[config.mk]
export PLATFORM = sky130hd
export DESIGN_NAME = noc_local_ni
export DESIGN_NICKNAME = d
export VERILOG_FILES = /design/src/rtl/noc_local_ni.sv
export SDC_FILE = /design/constraint.sdc
export NUM_CORES = 1
export LEC_CHECK = 0
export CORE_MARGIN = 5
export CORE_UTILIZATION = 45
export DETAILED_ROUTE_END_ITERATION = 7
export PLACE_DENSITY = 0.71
export SLEW_MARGIN = 20
export SYNTH_ARGS = -nofsm -noshare
export SYNTH_HDL_FRONTEND = slang
export SYNTH_SLANG_ARGS = --single-unit
[constraint.sdc]
create_clock -name clk -period 2.8 [get_ports clk]
set_clock_uncertainty 0.1 [all_clocks]
set_input_delay 0.42 -clock clk [delete_from_list [all_inputs] [get_ports clk]]
set_output_delay 0.42 -clock clk [all_outputs]
set_load 0.01 [all_outputs]
[src/rtl/noc_local_ni.sv]
// rtl/noc_local_ni.sv - local NI: PE-to-router TX with credit flow control, router-to-PE RX FWFT FIFO
// TX packs {payload, dest_x, dest_y} into one flit; RX returns one credit per flit popped.
module noc_local_ni #(
  parameter logic [3:0] XCOORD   = 4'd0,
  parameter logic [3:0] YCOORD   = 4'd0,
  parameter int         CREDITS  = 4,
  parameter int         RX_DEPTH = 4
) (
  input  logic        clk,
  input  logic        rst,
  input  logic        tx_valid_i,
  input  logic [3:0]  tx_dest_x_i,
  input  logic [3:0]  tx_dest_y_i,
  input  logic [7:0]  tx_payload_i,
  output logic        tx_ready_o,
  output logic [15:0] net_data_o,
  output logic        net_enable_o,
  input  logic        net_credit_i,
  input  logic [15:0] net_data_i,
  input  logic        net_enable_i,
  output logic        net_credit_o,
  output logic [15:0] rx_data_o,
  output logic        rx_valid_o,
  input  logic        rx_pop_i,
  output logic [1:0]  err_o
);

  localparam int CW = $clog2(CREDITS + 1);
  localparam int AW = $clog2(RX_DEPTH);
  localparam logic [CW-1:0] CREDITS_MAX = CW'(CREDITS);
  localparam logic [AW:0]   RX_FULL     = (AW + 1)'(RX_DEPTH);

  if (CREDITS < 1 || CREDITS > 15 || RX_DEPTH < 2 || (RX_DEPTH & (RX_DEPTH - 1)) != 0
      || XCOORD > 4'hF || YCOORD > 4'hF) begin : g_bad_params
    $error("noc_local_ni: illegal CREDITS/RX_DEPTH");
  end

  logic [CW-1:0] credit_q, credit_d;
  logic [15:0]   net_data_q, net_data_d;
  logic          net_enable_q, net_enable_d;
  logic          net_credit_q, net_credit_d;
  logic [1:0]    err_q, err_d;
  logic [AW:0]   count_q, count_d;
  logic [AW-1:0] rd_q, rd_d;
  logic [AW-1:0] wr_q, wr_d;
  logic [15:0]   mem_q [RX_DEPTH];

  logic accept;
  logic pop_ok;
  logic push_ok;
  logic rx_full;

  assign tx_ready_o = !rst && (credit_q != '0);
  assign accept     = tx_valid_i && tx_ready_o;

  assign rx_full = (count_q == RX_FULL);
  assign pop_ok  = rx_pop_i && (count_q != '0);
  // A full FIFO can still take a push when the head leaves in the same cycle.
  assign push_ok = net_enable_i && (!rx_full || pop_ok);

  always_comb begin
    credit_d     = credit_q;
    err_d        = err_q;
    net_data_d   = net_data_q;
    net_enable_d = accept;
    net_credit_d = pop_ok;
    count_d      = count_q;
    rd_d         = rd_q;
    wr_d         = wr_q;

    if (accept) begin
      net_data_d = {tx_payload_i, tx_dest_x_i, tx_dest_y_i};
    end

    if (accept && !net_credit_i) begin
      credit_d = credit_q - CW'(1);
    end else if (!accept && net_credit_i) begin
      if (credit_q == CREDITS_MAX) begin
        err_d[0] = 1'b1;
      end else begin
        credit_d = credit_q + CW'(1);
      end
    end

    if (net_enable_i && !push_ok) begin
      err_d[1] = 1'b1;
    end

    if (push_ok) begin
      wr_d = wr_q + AW'(1);
    end
    if (pop_ok) begin
      rd_d = rd_q + AW'(1);
    end
    if (push_ok && !pop_ok) begin
      count_d = count_q + (AW + 1)'(1);
    end else if (!push_ok && pop_ok) begin
      count_d = count_q - (AW + 1)'(1);
    end
  end

  always_ff @(posedge clk) begin
    if (rst) begin
      credit_q     <= CREDITS_MAX;
      net_data_q   <= '0;
      net_enable_q <= 1'b0;
      net_credit_q <= 1'b0;
      err_q        <= '0;
      count_q      <= '0;
      rd_q         <= '0;
      wr_q         <= '0;
    end else begin
      credit_q     <= credit_d;
      net_data_q   <= net_data_d;
      net_enable_q <= net_enable_d;
      net_credit_q <= net_credit_d;
      err_q        <= err_d;
      count_q      <= count_d;
      rd_q         <= rd_d;
      wr_q         <= wr_d;
    end
  end

  // When full with a pop, wr_q equals rd_q: the head is read out this cycle before the slot is reused.
  always_ff @(posedge clk) begin
    if (!rst && push_ok) begin
      mem_q[wr_q] <= net_data_i;
    end
  end

  assign net_data_o   = net_data_q;
  assign net_enable_o = net_enable_q;
  assign net_credit_o = net_credit_q;
  assign err_o        = err_q;
  assign rx_valid_o   = (count_q != '0);
  assign rx_data_o    = (count_q != '0) ? mem_q[rd_q] : 16'h0000;

endmodule

Yosys cells after proc, flatten, opt, wreduce, memory -nomap -nowiden
Memory sizes are Yosys's and may differ from the RTL's. A register that Yosys moved wholly into a read port is not among the register bits.
Cells that the tools add are included.
- flip-flop bits (word level): 30
- bits in writable memories: 64
- input port bits: 38
- output and inout bits: 38
- word-level logic and storage cells: 53
- memories: 1
- memory list (name ; depth ; bits a word ; rd ports ; clocked after Yosys merged registers in ; write ports ; RTL line ; text):
    mem_q ; 4 ; 16 ; 1 ; 1 ; 1 ; 46 ; logic [15:0] mem_q [RX_DEPTH];
- $add $sub $neg: 6
- equal/unequal tests: 3
- muxes and demuxes: 10
- bitwise gates (word level): 1
- reductions and logical operators: 23
- operators by type and width (operator ; count):
    two-way mux 16 bit ; 1
    two-way mux 3 bit ; 5
    logical AND 1 bit ; 10
    adder 3 x 1 -> 3 bit (second input constant) ; 2
    equality test 3 bit (second input constant) ; 2
    logical NOT 1 bit ; 6
    nonzero test 3 bit ; 2
    subtractor 3 x 1 -> 3 bit (second input constant) ; 2
    adder 2 x 1 -> 2 bit (second input constant) ; 2
    two-way mux 2 bit ; 2
    nonzero test 2 bit ; 2
    AND reduction 3 bit ; 1
    two-way mux 1 bit ; 2
    inequality test 2 bit (second input constant) ; 1
    AND reduction 2 bit ; 1
    logical OR 1 bit ; 1
    inverter 1 bit ; 1

Depth between registers and ports, before layout
- depth in word-level cells: 8
- mapped depth: 10
- depth with buffers taken out: 9

Least setup slack after synthesis
OpenSTA, ideal clock, no wires.
- path type: input port to flip-flop
- start: in rst
- end: mem mem_q[3][0], enable pin
- setup time: 0.413 ns
- arrival: 2.037 ns
- data required time: 2.287 ns
- slack: 0.250 ns
- stages: 3
- path buffers: 2
- cell sequence: clkbuf_1 > buf_2 > nor3b_1
- cells in the longest elaborated chain, start to end: 4
- ends and longest elaborated chain (element ; RTL line ; text):
    from (decl) ; 10 ; input logic rst,
    logical NOT 1 bit ; 126 ; if (!rst && push_ok) begin
    logical AND 1 bit ; 126 ;
    two-way mux 1 bit ; 126 ;
    two-way mux 1 bit (not written as such) ; 127 ; mem_q[wr_q] <= net_data_i;
    to (decl) ; 46 ;
Every way passes these cells.

==> flow_summary_export.csv <==
group,metric,value,unit
synth,synthXorXnorAreaFrac,0.00891,
setup_path,setup.worst_path.end_class,"output pin",
grt,grt_max_degree,40,
synth,yosys.area_share.simple,0.100,
synth,synth_compound_area_frac,0.0213,
place,gp_congestion,0.693,
clock_network,path_clk_slew,0.09,ns
setup_path,r2r-start,"count_q[0]",
setup_path,ff2ff_path_depth,7,
synth,syn-cell-area,0.00393,mm2
synth,synth.area.mux_share,0.154,
clock_network,clockBufferDepth,2,
layout,drive_gt1_frac,0.219,
timing,max_freq,379,MHz
floorplanning,die_h,103,um
clock_network,cts_made_buffers,9,
clock_network,insertion_delay,0.34,ns
drt,first_pass_iters,4,
clock_network,root_buffer,"clkbuf_8",
floorplanning,die-area,0.0107,mm2
synth,synth_top_area_frac,0.489,
timing,tns,0,ns
grt,grt_overflow_total,0,
setup_path,r2r_end,"count_q[2]",
layout,multi_input_area,0.00127,mm2
drt,num_vias,2227,
floorplanning,die_w,103,um
synth,synth_warnings,0,
layout,antennaDiodeCount,0,
clock_network,htreeDepth,3,
setup_path,cp-start-kind,"register",
synth,yosys.area.top_type,"edfxtp_1",
synth,synth_common_cells,"edfxtp_1 (64), dfxtp_1 (32), nor2b_1 (32)",
floorplanning,fp-row-count,34,
layout,ff_latch_area,0.00256,mm2
synth,synth_edf_count,64,
worst_hold_path,hold_path_end,"err_o[1]",
synth,synth.area.top_cells,"edfxtp_1 (49%), dfxtp_1 (16%), mux4_2 (9.2%), nor2b_1 (5.1%), mux2_4 (3.4%)",
power_and_ir_drop,p_leak,0.00176,uW
drt,wire_per_inst,16.2,um
synth,synthFlopType,"edfxtp_1",
synth,synth_most_common_cell,"edfxtp_1",
synth,synth_top_family_by_area,"multiplexers",
clock_network,postCtsHoldBufs,0,
power_and_ir_drop,p_per_area,747,mW/mm2
floorplanning,start_util,0.455,
layout,final_util,0.586,
setup_path,cp_slowest_cell,"mux4_2",
drt,via_per_inst,4.99,
timing,min_period,2.64,ns
synth,ys_ff_latch,96,
grt,grt_use_total,0.145,
clock_network,cts_tree,"done",
layout,fill_cells,691,
setup_path,worstSetupPathType,"reg2out",
job,cap_violations,0,
drt,drt-total-wl,7200,um
synth,syn_nets,290,
synth,synth_cell_types,35,
synth,synth_fa_ha_area_frac,0.0325,
grt,antenna_found_initial,0,
synth,avgSynthCellArea,16.2,um2
drt,drc,0,
timing,setup_viol,0,
synth,post_synth_inst_count,243,
setup_path,worstPathRequired,2.28,ns
layout,nNetsFinal,380,
timing,worstMarginPinSlew,0.479,ns
run_status,run_status,"complete, no violations",
setup_path,slowest_delay,0.54,ns
setup_path,r2r_slack,0.48,ns
power_and_ir_drop,max-vdd-ir-drop,0.294,mV
synth,async_reset_ff_frac,0,
clock_network,cts_resized,0,
synth,ys_seq_area_frac,0.652,
setup_path,cp_data_arrival_time,2.12,ns
timing,rsz0062_at_grt,"no",
floorplanning,core_area,0.00864,mm2
grt,grt_pass1_vias,2396,
floorplanning,io_pins,76,
layout,synthToLayoutAreaGrowth,28.8,%
clock_network,clock-sinks,96,
drt,postRouteAntennaNets,0,
timing,max_slew_margin,0.678,
power_and_ir_drop,power.total,3780,uW
place,portBuffers,75,
timing,period_share,0.943,
setup_path,crit_chain,"buf_4, mux4_2, nor2b_1, clkdlybuf4s50_1",
setup_path,cp_max_fo,12,
timing,slew_viol_final,0,
worst_hold_path,hp-start,"err_o[1]",
grt,grt_pass1_wl,11700,um
worst_hold_path,hold_path_class,"reg2reg",
timing,hold_viol,0,
place,dpl.hpwl,5080,um
clock_network,post-cts-setup-buffers,0,
drt,drtIter0Drc,89,
worst_hold_path,hold_path_depth,2,
-- placed cells by master (no fill, tap or decap), types with 3 or more instances in the layout --
cell             instances
nor3b_2                  5
o21ai_0                  3
nor2b_1                 32
clkbuf_8                10
mux2_2                   8
mux4_2                  16
ha_1                     7
edfxtp_1                64
clkdlybuf4s50_1         75
nor2_1                  11
dfxtp_1                 32
mux2_4                   9
nand2_1                  3
inv_1                   10
buf_4                   15
a21oi_1                  6
xor2_1                   3
-- how the worst max path moves through the flow --
stage                        start       endpoint  cells after the start
after global placement    rx_pop_i     count_q[2]                     10
after CTS                 register  rx_data_o[12]                      4
final                     register   rx_data_o[1]                      4
after global routing      register   rx_data_o[1]                      4
after floorplan                rst    mem_q[3][0]                      3
after detailed placement  rx_pop_i     count_q[2]                     10
-- through the flow --
stage	area (um2)	cells	worst slack, ns	hold WS [ns]
5_1_grt	5060	446	0.00336	0.395
3_3_place_gp	4870	430	0.175	0.354
3_5_place_dp	4870	430	0.125	0.354
4_1_cts	5060	446	0.0892	0.375
6_report	5060	446	0.160	0.368
2_1_floorplan	3930	243	0.250	0.359
-- logic make-up (layout without fill, tap and decap cells) --
family	count (synthesis)	in the layout
DFF	96	96
and+or+nand+nor	63	63
muxes	35	35
buffers and inverters	22	117
AOI/OAI and AO/OA	14	14
adders and majority gates	9	9
xor gates and xnor gates	4	4
-- flip-flops by register name, indices dropped and copies added (netlist names), named ones only --
signal,cells
mem_q,64
credit_q,3
net_enable_o,1
rd_q,2
count_q,3
net_credit_o,1
net_data_o,16
wr_q,2
err_o,2
-- where the power goes --
group	switching, uW	total (uW)	internal [uW]
sequential	76.1	1700	1620
clock	445	851	406
combinational	523	1230	709
-- worst max-delay path: cells and delay by family (launching register included) --
kind | cells | cell delay [ns]
and+or+nand+nor | 1 | 0.14
buffers and inverters | 2 | 0.75
muxes | 1 | 0.54
DFF | 1 | 0.35
-- layer usage --
metal | part of all wire | track usage
met3 | 0.089 | 0.0651
met4 | 0.0035 | 0.0478
met2 | 0.49 | 0.242
met5 | 0 | 0
met1 | 0.41 | 0.168
-- layout make-up --
cell class	count	share of cell area
repair buffers	90	0.171
flip-flops and latches	96	0.506
well taps	108	0.0267
clock inverters	3	0.00470
clock buffers	13	0.0336
inverters	11	0.00816
multi-input cells	125	0.250
(Power assumes the default switching activity.)
